===== src/rtl/regfile_wb_arb_pkg.sv =====
// Shared definitions for the register-file writeback arbiter: default widths,
// requester indices and the grant encoding used by the top level.
package regfile_wb_arb_pkg;

  localparam int DATA_W_DEF = 32;
  localparam int ADDR_W_DEF = 5;

  localparam int REQ_ALU  = 0;
  localparam int REQ_LOAD = 1;

  typedef enum logic [1:0] {
    GRANT_NONE = 2'd0,
    GRANT_ALU  = 2'd1,
    GRANT_LOAD = 2'd2
  } grant_e;

endpackage


===== src/rtl/regfile_wb_arb_wb_slot.sv =====
// One-entry holding slot for a writeback requester. The older flag records
// that the other slot was filled after this one, so acceptance order is kept.
module wb_slot #(
  parameter int DATA_W = 32,
  parameter int ADDR_W = 5
) (
  input  logic              clock,
  input  logic              reset_n,
  input  logic              req_valid,
  input  logic [ADDR_W-1:0] req_addr,
  input  logic [DATA_W-1:0] req_data,
  input  logic              grant,
  input  logic              other_load,
  output logic              req_ready,
  output logic              load,
  output logic              slot_valid,
  output logic [ADDR_W-1:0] slot_addr,
  output logic [DATA_W-1:0] slot_data,
  output logic              slot_older
);

  // A granted slot drains on the same edge it may be refilled.
  assign req_ready = !slot_valid || grant;
  assign load      = req_valid && req_ready;

  always_ff @(posedge clock or negedge reset_n) begin
    if (!reset_n) begin
      slot_valid <= 1'b0;
      slot_addr  <= '0;
      slot_data  <= '0;
      slot_older <= 1'b0;
    end else if (load) begin
      slot_valid <= 1'b1;
      slot_addr  <= req_addr;
      slot_data  <= req_data;
      slot_older <= 1'b0;
    end else if (grant) begin
      slot_valid <= 1'b0;
      slot_older <= 1'b0;
    end else if (slot_valid && other_load) begin
      slot_older <= 1'b1;
    end
  end

endmodule


===== src/rtl/regfile_wb_arb.sv =====
// Two-requester writeback arbiter in front of a register-file write port:
// oldest-first grant, registered write outputs and a pending-register mask.
module regfile_wb_arb
  import regfile_wb_arb_pkg::*;
#(
  parameter int DATA_W = DATA_W_DEF,
  parameter int ADDR_W = ADDR_W_DEF
) (
  input  logic                   clock,
  input  logic                   reset_n,
  input  logic                   req0_valid,
  input  logic [ADDR_W-1:0]      req0_addr,
  input  logic [DATA_W-1:0]      req0_data,
  output logic                   req0_ready,
  input  logic                   req1_valid,
  input  logic [ADDR_W-1:0]      req1_addr,
  input  logic [DATA_W-1:0]      req1_data,
  output logic                   req1_ready,
  output logic [ADDR_W-1:0]      a3,
  output logic [DATA_W-1:0]      wd3,
  output logic                   we3,
  output logic [(1<<ADDR_W)-1:0] pend
);

  logic [1:0]        slot_valid;
  logic [1:0]        slot_older;
  logic [1:0]        slot_load;
  logic [1:0]        slot_grant;
  logic [ADDR_W-1:0] slot_addr [2];
  logic [DATA_W-1:0] slot_data [2];

  grant_e            grant;
  logic              win;
  logic [ADDR_W-1:0] sel_addr;
  logic [DATA_W-1:0] sel_data;

  wb_slot #(.DATA_W(DATA_W), .ADDR_W(ADDR_W)) u_slot_alu (
    .clock      (clock),
    .reset_n    (reset_n),
    .req_valid  (req0_valid),
    .req_addr   (req0_addr),
    .req_data   (req0_data),
    .grant      (slot_grant[REQ_ALU]),
    .other_load (slot_load[REQ_LOAD]),
    .req_ready  (req0_ready),
    .load       (slot_load[REQ_ALU]),
    .slot_valid (slot_valid[REQ_ALU]),
    .slot_addr  (slot_addr[REQ_ALU]),
    .slot_data  (slot_data[REQ_ALU]),
    .slot_older (slot_older[REQ_ALU])
  );

  wb_slot #(.DATA_W(DATA_W), .ADDR_W(ADDR_W)) u_slot_load (
    .clock      (clock),
    .reset_n    (reset_n),
    .req_valid  (req1_valid),
    .req_addr   (req1_addr),
    .req_data   (req1_data),
    .grant      (slot_grant[REQ_LOAD]),
    .other_load (slot_load[REQ_ALU]),
    .req_ready  (req1_ready),
    .load       (slot_load[REQ_LOAD]),
    .slot_valid (slot_valid[REQ_LOAD]),
    .slot_addr  (slot_addr[REQ_LOAD]),
    .slot_data  (slot_data[REQ_LOAD]),
    .slot_older (slot_older[REQ_LOAD])
  );

  // The load slot wins only when it is strictly older; ties go to the ALU slot.
  always_comb begin
    grant = GRANT_NONE;
    if (slot_valid[REQ_LOAD] &&
        (!slot_valid[REQ_ALU] || (slot_older[REQ_LOAD] && !slot_older[REQ_ALU])))
      grant = GRANT_LOAD;
    else if (slot_valid[REQ_ALU])
      grant = GRANT_ALU;
  end

  assign slot_grant[REQ_ALU]  = (grant == GRANT_ALU);
  assign slot_grant[REQ_LOAD] = (grant == GRANT_LOAD);
  assign win      = (grant != GRANT_NONE);
  assign sel_addr = (grant == GRANT_LOAD) ? slot_addr[REQ_LOAD] : slot_addr[REQ_ALU];
  assign sel_data = (grant == GRANT_LOAD) ? slot_data[REQ_LOAD] : slot_data[REQ_ALU];

  // A granted write to register 0 is dropped; a3/wd3 keep their last values.
  always_ff @(posedge clock or negedge reset_n) begin
    if (!reset_n) begin
      a3  <= '0;
      wd3 <= '0;
      we3 <= 1'b0;
    end else begin
      we3 <= win && (sel_addr != '0);
      if (win && (sel_addr != '0)) begin
        a3  <= sel_addr;
        wd3 <= sel_data;
      end
    end
  end

  always_comb begin
    pend = '0;
    if (slot_valid[REQ_ALU] && (slot_addr[REQ_ALU] != '0))
      pend[slot_addr[REQ_ALU]] = 1'b1;
    if (slot_valid[REQ_LOAD] && (slot_addr[REQ_LOAD] != '0))
      pend[slot_addr[REQ_LOAD]] = 1'b1;
  end

endmodule


===== config.mk =====
export PLATFORM = sky130hd
export DESIGN_NAME = regfile_wb_arb
export DESIGN_NICKNAME = d
export VERILOG_FILES = /design/src/rtl/regfile_wb_arb_pkg.sv /design/src/rtl/regfile_wb_arb_wb_slot.sv /design/src/rtl/regfile_wb_arb.sv
export SDC_FILE = /design/constraint.sdc
export NUM_CORES = 1
export LEC_CHECK = 0
export CAP_MARGIN = 20
export CORE_ASPECT_RATIO = 0.8
export CORE_MARGIN = 1.5
export CORE_UTILIZATION = 54
export CTS_BUF_LIST = sky130_fd_sc_hd__clkbuf_2 sky130_fd_sc_hd__clkbuf_4 sky130_fd_sc_hd__clkbuf_8
export DETAILED_ROUTE_END_ITERATION = 6
export PLACE_DENSITY = 0.88
export SLEW_MARGIN = 10
export SYNTH_ARGS = -nofsm -noshare
export SYNTH_HDL_FRONTEND = slang
export SYNTH_HIERARCHICAL = 1
export SYNTH_SLANG_ARGS = --single-unit

===== constraint.sdc =====
create_clock -name clock -period 6.4 [get_ports clock]
set_input_delay 1.28 -clock clock [delete_from_list [all_inputs] [get_ports clock]]
set_output_delay 1.28 -clock clock [all_outputs]
set_load 0.02 [all_outputs]

# Yosys cells after proc, flatten, opt, wreduce, memory -nomap -nowiden
# Index checks and enable logic that the tools add are counted.
word_totals:
  regBits: 116
  inputBits: 78
  out_inout_bits: 72
  wordCells: 63
classes:
  n_lt_le_gt_ge: 4
  eq_ne: 2
  muxes: 20
  n_bitwise: 1
  reduce_logical: 25
ops:
  columns: ["op", "n"]
  rows:
  - ["two-way mux 32 bit", 3]
  - ["bitwise OR 32 bit", 1]
  - ["nonzero test 5 bit", 3]
  - ["two-way mux 1 bit", 13]
  - ["less-than comparator 5 x 6 -> 1 bit, second input constant", 2]
  - ["logical AND 1 bit", 11]
  - ["demux 1 bit (select 5 bit)", 2]
  - [">= comparator 5 x 1 -> 1 bit, second input constant", 2]
  - ["nonzero test 2 bit", 3]
  - ["nonzero test 3 bit", 2]
  - ["two-way mux 5 bit", 1]
  - ["zero test 1 bit", 3]
  - ["logical OR 1 bit", 3]
  - ["equality test 2 x 1 -> 1 bit, second input constant", 1]
  - ["equality test 2 bit, second input constant", 1]
  - ["two-way mux 2 bit", 1]

# Longest topological paths before layout
# Gate-level depths: netlist of the first run.
logic_depth:
  word_depth: 12
  ltp_mapped: 12

# Cells and area by module
# Netlist of the first run, hierarchy kept.
by_module_without_submodules:
  columns: ["mod", "instances", "cells_each", "area_each_um2", "seq_area_each_um2"]
  rows:
  - ["wb_slot", 2, 87, 1549.0, 975.9]
  - ["regfile_wb_arb", 1, 217, 2560.0, 950.9]

# Worst setup path before layout of the first run
# OpenSTA, ideal clock, no wires.
synth_timing:
  kind: "register -> output"
  start: "reg u_slot_load.slot_valid"
  end: "out pend[1]"
  arrival_time_ps: 1692
  path_slack_ps: 3428
  stages_incl_launch_ff: 6
  path_buffers: 2
  cell_sequence: "dfrtp_1 -> clkdlybuf4s15_1 -> inv_1 -> or2_2 -> clkbuf_1 -> o22ai_1"
synth_via:
  elab_chain_len: 2
synth_rtl:
  columns: ["element", "line", "rtl"]
  rows:
  - ["start, declared", "regfile_wb_arb_wb_slot.sv:16", "output logic slot_valid,"]
  - ["start signal, assigned", "regfile_wb_arb_wb_slot.sv:28", "slot_valid <= 1'b0;"]
  - ["start signal, assigned", "regfile_wb_arb_wb_slot.sv:33", "slot_valid <= 1'b1;"]
  - ["start signal, assigned", "regfile_wb_arb_wb_slot.sv:38", "slot_valid <= 1'b0;"]
  - ["logical AND 1 bit", "regfile_wb_arb.sv:104", "if (slot_valid[REQ_LOAD] && (slot_addr[REQ_LOAD] != '0))"]
  - ["two-way mux 32 bit", "regfile_wb_arb.sv:104", null]
  - ["end, declared", "regfile_wb_arb.sv:22", "output logic [(1<<ADDR_W)-1:0] pend"]
# Every way passes these cells.

# Final worst setup path of the first run
layout_timing:
  start: "reg u_slot_alu.slot_valid"
  end: "out pend[25]"
layout_via:
  elab_chain_len: 4
layout_rtl:
  columns: ["element", "line", "rtl"]
  rows:
  - ["start, declared", "regfile_wb_arb_wb_slot.sv:16", null]
  - ["start signal, assigned", "regfile_wb_arb_wb_slot.sv:28", null]
  - ["start signal, assigned", "regfile_wb_arb_wb_slot.sv:33", null]
  - ["start signal, assigned", "regfile_wb_arb_wb_slot.sv:38", null]
  - ["logical AND 1 bit *", "regfile_wb_arb.sv:102", "if (slot_valid[REQ_ALU] && (slot_addr[REQ_ALU] != '0))"]
  - ["two-way mux 32 bit *", "regfile_wb_arb.sv:102", null]
  - ["bitwise OR 32 bit (no source line)", null, null]
  - ["two-way mux 32 bit *", "regfile_wb_arb.sv:104", null]
# Mark *: on every way between the ends. The rest lies on a longest branch, timed or not.

==> impl_results.rst, run 1 <==
.. list-table::
   :header-rows: 1

   * - Metric
     - Value
   * - Total routed wirelength
     - between 10000 and 15000 um
   * - Critical path capture point type
     - output pin
   * - Via count of the first global-routing pass
     - between 4000 and 5000
   * - Min cycle time layout
     - around 4 ns
   * - Fin nets
     - around 620
   * - Violation count after the first detailed-routing iteration
     - roughly 280
   * - Antenna violations before repair
     - 0
   * - Average cell area after synthesis
     - around 14 um^2
   * - Area inside the core boundary
     - 10200 um^2
   * - DIE WIDTH
     - around 120 um
   * - Vertical die dimension
     - around 95 um
   * - CTS clock-pin slew for the worst setup and hold paths
     - 0.07 ns
   * - Total nets after synthesis
     - about 470
   * - Maximum number of pins on one net before global-route repair
     - 68
   * - Max Clock Freq
     - 0.254 GHz
   * - Count of nets left with antenna violations after detail routing
     - 0
   * - Setup-violating endpoint count in the final report
     - 0
   * - Cell area after synthesis
     - about 5700 um^2
   * - Max-Slew Margin vs Limit
     - around 45%
   * - Total routing usage reported by global routing
     - about 26%
   * - Number of pins exceeding their max-slew limit in the final report
     - 0
   * - GRT met2 Usage
     - ~43%
   * - DP Area
     - roughly 7200 um^2
   * - Area fraction in and, or, nand and nor cells after synthesis
     - under 10%
   * - Worst Path Class, Setup
     - register to output pin
   * - Fin worst setup slack
     - ~2.5 ns
   * - Number of synthesized register bits
     - 116
   * - Met3 Resource Use GR
     - 6.52%
   * - Mean number of vias per cell
     - around 5.6
   * - Status
     - completed
   * - Pre-CTS worst setup slack
     - roughly 2.9 ns
   * - Starting Density
     - about 55%
   * - Number of gates resized after CTS
     - 0
   * - Area enclosed by the die boundary
     - between 10000 and 15000 um^2
   * - Critical path data arrival time
     - 2.66 ns
   * - Global-route track usage on met1
     - approximately 33%
   * - Count of cell types in the netlist
     - 38
   * - Most crowded layer after global routing
     - met2
   * - Number of standard cells after synthesis
     - 391
   * - CTS hold repair buffers
     - 0
   * - Worst-Skew Late Latency
     - between 0.4 and 0.5 ns
   * - Postcts setup bufs
     - 0
   * - Fraction of synthesized cell area in xor and xnor cells
     - 0%
   * - Post-layout power
     - slightly below 4000 uW
   * - Top fanout value on the critical path
     - 11
   * - Overflow left after global routing
     - 0
   * - Area occupied by multi-input gates
     - roughly 2500 um^2
   * - Clock sinks
     - about 120
   * - Post-synthesis mux area share
     - 33.0%
   * - Largest buffer count on any clock path
     - 2
   * - Area of all placed cells without fillers
     - 7530 um^2
   * - Adder-cell share of the synthesized area
     - 0%
   * - Post-detailed-route DRC marker count
     - 0
   * - Leak pwr
     - 0.00325 uW
   * - Clock buffer count from CTS
     - 17
   * - Count of buffers inserted at the top-level ports
     - approximately 150
   * - Path class of the lowest-slack min-delay path
     - register to register
   * - Post-detailed-route wirelength per cell
     - slightly below 20 um
   * - Share of layout cells above drive strength 1
     - a little over a third
   * - Final period utilization
     - roughly three fifths
   * - Area used by sequential logic in the layout
     - 2900 um^2
   * - I/O Pins
     - 150
   * - # rows
     - 33
   * - Worst Path Required
     - 5.12 ns
   * - Main combinational cell family by area after synthesis
     - multiplexers
   * - CTS H-tree lvls
     - 4
   * - Fillers
     - 700
   * - Via total after detailed routing
     - approximately 4000
   * - Clock tree from TritonCTS
     - yes
   * - Drt first pass iters
     - 5
   * - Count of final hold-check violations
     - 0
   * - Compound-cell area share of the yosys netlist
     - between 5 and 6%
   * - Critical Path Source Type
     - register
   * - Global-route wire length before repair
     - 22100 um
   * - Cell chosen for the clock root
     - sky130_fd_sc_hd__clkbuf_8
   * - RSZ-0062 raised after global routing
     - false
   * - Final RePlAce weighted congestion
     - a little under 1
   * - Sequential share of the synthesized area
     - ~50%
   * - Area grow syn2layout
     - 33.2%
   * - Count of antenna diodes in the layout
     - 0
   * - Count of synthesis-stage warnings from yosys
     - 6
   * - Number of maximum-capacitance violations
     - 0
   * - IR Drop Worst-Case VDD
     - roughly 0.00031 V
   * - Worst setup skew after layout
     - between 0.01 and 0.015 ns
   * - Actual slew at the worst max-slew pin
     - a little over 0.8 ns
   * - Final-layout setup total negative slack
     - 0 ns
   * - Detailed-placement wirelength estimate
     - just over 9000 um
   * - Areal power density over the cells
     - between 500 and 600 nW/um^2
## worst paths after layout
path,start,end,slack [ns],depth (start not counted)
worst max-delay path,u_slot_alu/slot_valid,pend[25],2.46,4
worst min-delay path,u_slot_load/slot_data[1],u_slot_load/slot_data[1],0.51,1
worst max register to register,u_slot_alu/slot_valid,u_slot_load/slot_data[29],3.84,7
worst min register to register,u_slot_load/slot_data[1],u_slot_load/slot_data[1],0.51,1
max in group asynchronous,reset_n,u_slot_alu/slot_data[1],4.28,2
min in group asynchronous,reset_n,wd3[3],0.85,1
## kinds of logic (layout without fill, tap and decap cells)
logic type | count (synthesis) | in the layout
and+or+nand+nor | 52 | 52
other | 1 | 1
buffers and inverters | 33 | 194
AOI/OAI and AO/OA | 45 | 45
muxes | 144 | 144
DFF | 116 | 116
## cell usage in the layout (no fill, tap or decap), types with 2 or more instances in the layout
| cell type | synthesis | layout |
|---|---|---|
| sky130_fd_sc_hd__nor2_1 | 5 | 5 |
| sky130_fd_sc_hd__clkdlybuf4s50_1 | 0 | 147 |
| sky130_fd_sc_hd__o21ai_0 | 5 | 5 |
| sky130_fd_sc_hd__clkbuf_8 | 1 | 19 |
| sky130_fd_sc_hd__clkinvlp_4 | 0 | 5 |
| sky130_fd_sc_hd__or2_2 | 4 | 4 |
| sky130_fd_sc_hd__clkinv_4 | 0 | 2 |
| sky130_fd_sc_hd__nand3b_1 | 6 | 6 |
| sky130_fd_sc_hd__nand2_1 | 9 | 9 |
| sky130_fd_sc_hd__buf_4 | 2 | 7 |
| sky130_fd_sc_hd__mux2_2 | 78 | 78 |
| sky130_fd_sc_hd__inv_1 | 8 | 7 |
| sky130_fd_sc_hd__nand2b_1 | 7 | 7 |
| sky130_fd_sc_hd__nand2_2 | 2 | 2 |
| sky130_fd_sc_hd__a22oi_1 | 2 | 2 |
| sky130_fd_sc_hd__o22ai_1 | 27 | 27 |
| sky130_fd_sc_hd__or3_1 | 2 | 2 |
| sky130_fd_sc_hd__or3b_2 | 2 | 2 |
| sky130_fd_sc_hd__nand2b_4 | 2 | 2 |
| sky130_fd_sc_hd__a21oi_1 | 3 | 3 |
| sky130_fd_sc_hd__o32ai_1 | 3 | 3 |
| sky130_fd_sc_hd__clkinv_2 | 0 | 5 |
| sky130_fd_sc_hd__dfrtp_1 | 116 | 116 |
| sky130_fd_sc_hd__nand3_1 | 6 | 6 |
| sky130_fd_sc_hd__mux2_4 | 66 | 66 |
## Yosys cell counts, drive strengths merged
master | count | area share (%)
nor2 | 5 | 0.33
a22oi | 2 | 0.27
nand3b | 6 | 0.80
or3 | 3 | 0.42
buf | 18 | 2.7
a21oi | 3 | 0.27
and3b | 1 | 0.15
mux2 | 144 | 33
or3b | 2 | 0.31
or2b | 1 | 0.15
clkdlybuf4s15 | 1 | 0.18
o2111a | 1 | 0.20
nand2b | 9 | 1.3
nor2b | 1 | 0.11
clkbuf | 6 | 0.57
and2b | 1 | 0.15
o32ai | 3 | 0.46
inv | 8 | 0.53
dfrtp | 116 | 51
a311oi | 1 | 0.15
a211oi | 1 | 0.35
nand3 | 6 | 0.53
nand4 | 1 | 0.11
conb | 1 | 0.066
a2111oi | 1 | 0.49
or2 | 4 | 0.44
o22ai | 27 | 3.0
nor3b | 1 | 0.13
o21ai | 6 | 0.73
nand2 | 11 | 0.82
## power breakdown
| group | internal (uW) | switching [uW] |
|---|---|---|
| combinational | 1110 | 823 |
| clock | 324 | 297 |
| sequential | 1090 | 279 |
## cell type report
type | instances | share of cell area [%]
Timing Repair Buffer | 154 | 20.2
Clock buffer | 19 | 3.47
Clock inverter | 13 | 1.46
Inverter | 8 | 0.399
Tap cell | 140 | 2.32
Sequential cell | 116 | 38.5
Multi-Input combinational cell | 242 | 33.6
## flip-flops by register name, indices dropped and copies added (netlist names)
name,flops
u_slot_alu/slot_older,1
wd3,32
u_slot_alu/slot_data,32
u_slot_load/slot_older,1
u_slot_load/slot_data,32
we3,1
u_slot_load/slot_addr,5
a3,5
u_slot_load/slot_valid,1
u_slot_alu/slot_addr,5
u_slot_alu/slot_valid,1
## layer usage
layer  routed length, um  vias to the layer above
met5                   0                        -
met4                 277                        0
met3                 955                       36
met2                6650                      191
met1                5600                     1949
li1                    -                     1713
## metrics by stage
step / instances / hold slack, ns / utilization [%]
after global routing: 692 / 0.521 / 73.6
after floorplan: 391 / 0.474 / -
final: 692 / 0.505 / 73.6
after detailed placement: 660 / 0.490 / 70.0
after global placement: 660 / 0.482 / 70.0
after CTS: 692 / 0.505 / 73.6
## worst max-delay path, stage by stage, from the launching register on
cell and delay, ns:
sky130_fd_sc_hd__dfrtp_1 0.66, sky130_fd_sc_hd__inv_1 0.21, sky130_fd_sc_hd__or3_1 0.48, sky130_fd_sc_hd__o22ai_1 0.26
sky130_fd_sc_hd__clkdlybuf4s50_1 0.64
No activity file was read; power rests on OpenSTA's default activity.
==> inputs of run 2 (changes only) <==
Settings changed: CORE_UTILIZATION 54 to 50, PLACE_DENSITY 0.88 to 0.82.
Clock period 6.4 ns to 3.77 ns, I/O delays scaled along.
==> impl_results.rst, run 2 (synthesized netlist as in run 1, its figures left out) <==
.. list-table::
   :header-rows: 1

   * - Metric
     - Value
   * - Total routed wirelength
     - 13300 um (-1.7%)
   * - Total routing usage reported by global routing
     - 23.1% (-2.6 points)
   * - Registers with the most flip-flops
     - u_slot_alu/slot_data (32), u_slot_load/slot_data (32), wd3 (32)
   * - Util after Layout
     - 69.3% (-4.3 points)
   * - Cell chosen for the clock root
     - sky130_fd_sc_hd__clkbuf_8
   * - Worst-Skew Late Latency
     - 0.42 ns (about the same)
   * - Number of gates resized after CTS
     - 0 (unchanged)
   * - Fin worst setup slack
     - 0.418 ns (-2.04 ns)
   * - Count of nets left with antenna violations after detail routing
     - 0 (unchanged)
   * - DP Area
     - 7210 um^2 (+0.59%)
   * - Count of antenna diodes in the layout
     - 0 (unchanged)
   * - Violation count after the first detailed-routing iteration
     - 195 (-30%)
   * - Critical R2R Capture
     - u_slot_load/slot_data[27]
   * - Number of pins exceeding their max-slew limit in the final report
     - 0 (unchanged)
   * - Status
     - completed
   * - Pre-CTS worst setup slack
     - 0.847 ns (-2.09 ns)
   * - Clock buffer count from CTS
     - 17 (unchanged)
   * - Area of all placed cells without fillers
     - 7570 um^2 (+0.50%)
   * - IR Drop Worst-Case VDD
     - 0.000524 V (+67%)
   * - Clock tree from TritonCTS
     - yes
   * - Antenna violations before repair
     - 0 (unchanged)
   * - I/O Pins
     - 150 (unchanged)
   * - Final period utilization
     - between 80% and 90%
   * - Maximum number of pins on one net before global-route repair
     - 60 (-12%)
   * - Final RePlAce weighted congestion
     - 0.939 (-3.8%)
   * - # rows
     - 34 (+3.0%)
   * - Via count of the first global-routing pass
     - 4092 (-3.4%)
   * - CTS H-tree lvls
     - 4 (unchanged)
   * - Count of final hold-check violations
     - 0 (unchanged)
   * - DIE WIDTH
     - 122 um (+3.8%)
   * - Share of layout cells above drive strength 1
     - 35.7% (-0.35 points)
   * - CTS clock-pin slew for the worst setup and hold paths
     - 0.07 ns (about the same)
   * - Clock sinks
     - 116 (unchanged)
   * - Setup-violating endpoint count in the final report
     - 0 (unchanged)
   * - Worst Path Class, Setup
     - register to output pin
   * - CTS hold repair buffers
     - 0 (unchanged)
   * - Area grow syn2layout
     - 33.8%
   * - Area enclosed by the die boundary
     - 12000 um^2 (+7.8%)
   * - Number of maximum-capacitance violations
     - 0 (unchanged)
   * - Largest buffer count on any clock path
     - 2 (unchanged)
   * - Min cycle time layout
     - between 3 and 4 ns
   * - Fin nets
     - 617 (unchanged)
   * - Max Clock Freq
     - approximately 0.30 GHz
   * - Mean number of vias per cell
     - 5.48 (-2.4%)
   * - Count of buffers inserted at the top-level ports
     - 148 (unchanged)
   * - Critical path capture point type
     - output pin
   * - Leak pwr
     - 0.00327 uW (+0.57%)
   * - Fillers
     - 746 (+6.6%)
   * - Number of placed instances, taps included
     - 664 (+0.61%)
   * - Detailed-placement wirelength estimate
     - 9120 um (-0.95%)
   * - Via total after detailed routing
     - 3801 (-2.3%)
   * - Path class of the lowest-slack min-delay path
     - primary input to asynchronous set/reset pin
   * - Final-layout setup total negative slack
     - 0 ns (unchanged)
   * - Post-detailed-route wirelength per cell
     - 19.1 um (-1.8%)
   * - Leading cell types in the layout, fill and taps excluded
     - sky130_fd_sc_hd__clkdlybuf4s50_1 (147), sky130_fd_sc_hd__dfrtp_1 (116), sky130_fd_sc_hd__mux2_2 (78)
   * - Area inside the core boundary
     - 10900 um^2 (+6.8%)
   * - Worst Path Required
     - 3.02 ns (-2.10 ns)
   * - Postcts setup bufs
     - 0 (unchanged)
   * - Areal power density over the cells
     - 882 nW/um^2 (+69%)
   * - RSZ-0062 raised after global routing
     - false
   * - Max-Slew Margin vs Limit
     - 50.7% (+5.3 points)
   * - Worst setup skew after layout
     - 0.0111 ns (-0.00162 ns)
   * - Overflow left after global routing
     - 0 (unchanged)
   * - Actual slew at the worst max-slew pin
     - 0.740 ns (-0.0793 ns)
   * - Drt first pass iters
     - 4 (-1)
   * - Critical Path Source Type
     - register
   * - Global-route wire length before repair
     - 21100 um (-4.3%)
   * - Number of standard cells in the layout, taps in and fillers out
     - 693 (+0.14%)
   * - Vertical die dimension
     - 98.1 um (+3.8%)
   * - Worst flop-to-flop path startpoint
     - u_slot_alu/slot_valid
   * - Starting Density
     - 51.8% (-3.5 points)
   * - Critical path data arrival time
     - 2.60 ns (-0.06 ns)
   * - Worst reg-to-reg path cell count
     - 7 (unchanged)
   * - Most common library cell in the layout ignoring fill and taps
     - sky130_fd_sc_hd__clkdlybuf4s50_1
   * - Flop2flop setup slack
     - 1.16 ns (-2.68 ns)
   * - Top fanout value on the critical path
     - 11 (unchanged)
   * - Post-detailed-route DRC marker count
     - 0 (unchanged)
==> run 2: layout make-up <==
class                   count  area (um^2)  share of cell area [%]
multi-input cells         242         2530                    33.4
clock buffers              19          255                    3.37
repair buffers            154         1560                    20.6
flip-flops and latches    116         2900                    38.3
well taps                 144          180                    2.38
clock inverters            10          111                    1.47
inverters                   8         30.0                   0.397
==> run 2: metrics by stage <==
step	hold slack (ns)	total power, uW
floorplan	0.458	4520
CTS	0.413	6710
global placement	0.481	5510
detailed placement	0.490	5600
global route	0.431	7050
finish	0.401	6670
==> run 2: worst max path at each step <==
stage / slack [ns] / end / depth (start not counted) / from
6_report: 0.42 / pend[9] / 5 / u_slot_alu/slot_valid
5_1_grt: 0.23 / pend[9] / 5 / u_slot_alu/slot_valid
3_5_place_dp: 0.85 / pend[9] / 5 / u_slot_alu/slot_valid
3_3_place_gp: 0.87 / pend[9] / 5 / u_slot_alu/slot_valid
2_1_floorplan: 1.32 / pend[1] / 5 / u_slot_load/slot_valid
4_1_cts: 0.38 / pend[9] / 5 / u_slot_alu/slot_valid
==> run 2: critical path: stages, from the launching register on <==
cell	delay, ns
sky130_fd_sc_hd__dfrtp_1	0.60
sky130_fd_sc_hd__inv_1	0.19
sky130_fd_sc_hd__or3_1	0.48
sky130_fd_sc_hd__nand2b_1	0.19
sky130_fd_sc_hd__o21ai_0	0.09
sky130_fd_sc_hd__clkdlybuf4s50_1	0.64
==> run 2: report_power, final <==
part	leakage (uW)	internal [uW]	total (uW)	switching, uW
registers	0.00135	1850	2300	445
logic	0.00173	1900	3310	1410
clock network	0.000182	596	1070	476
==> run 2: layer usage <==
metal / up-vias / part of all wire (%) / GRT usage, %
met5: - / 0 / 0
met4: 0 / 1.4 / 7.51
met3: 15 / 7.7 / 7.71
met2: 162 / 47 / 36.8
met1: 1909 / 44 / 29.8
li1: 1715 / - / -
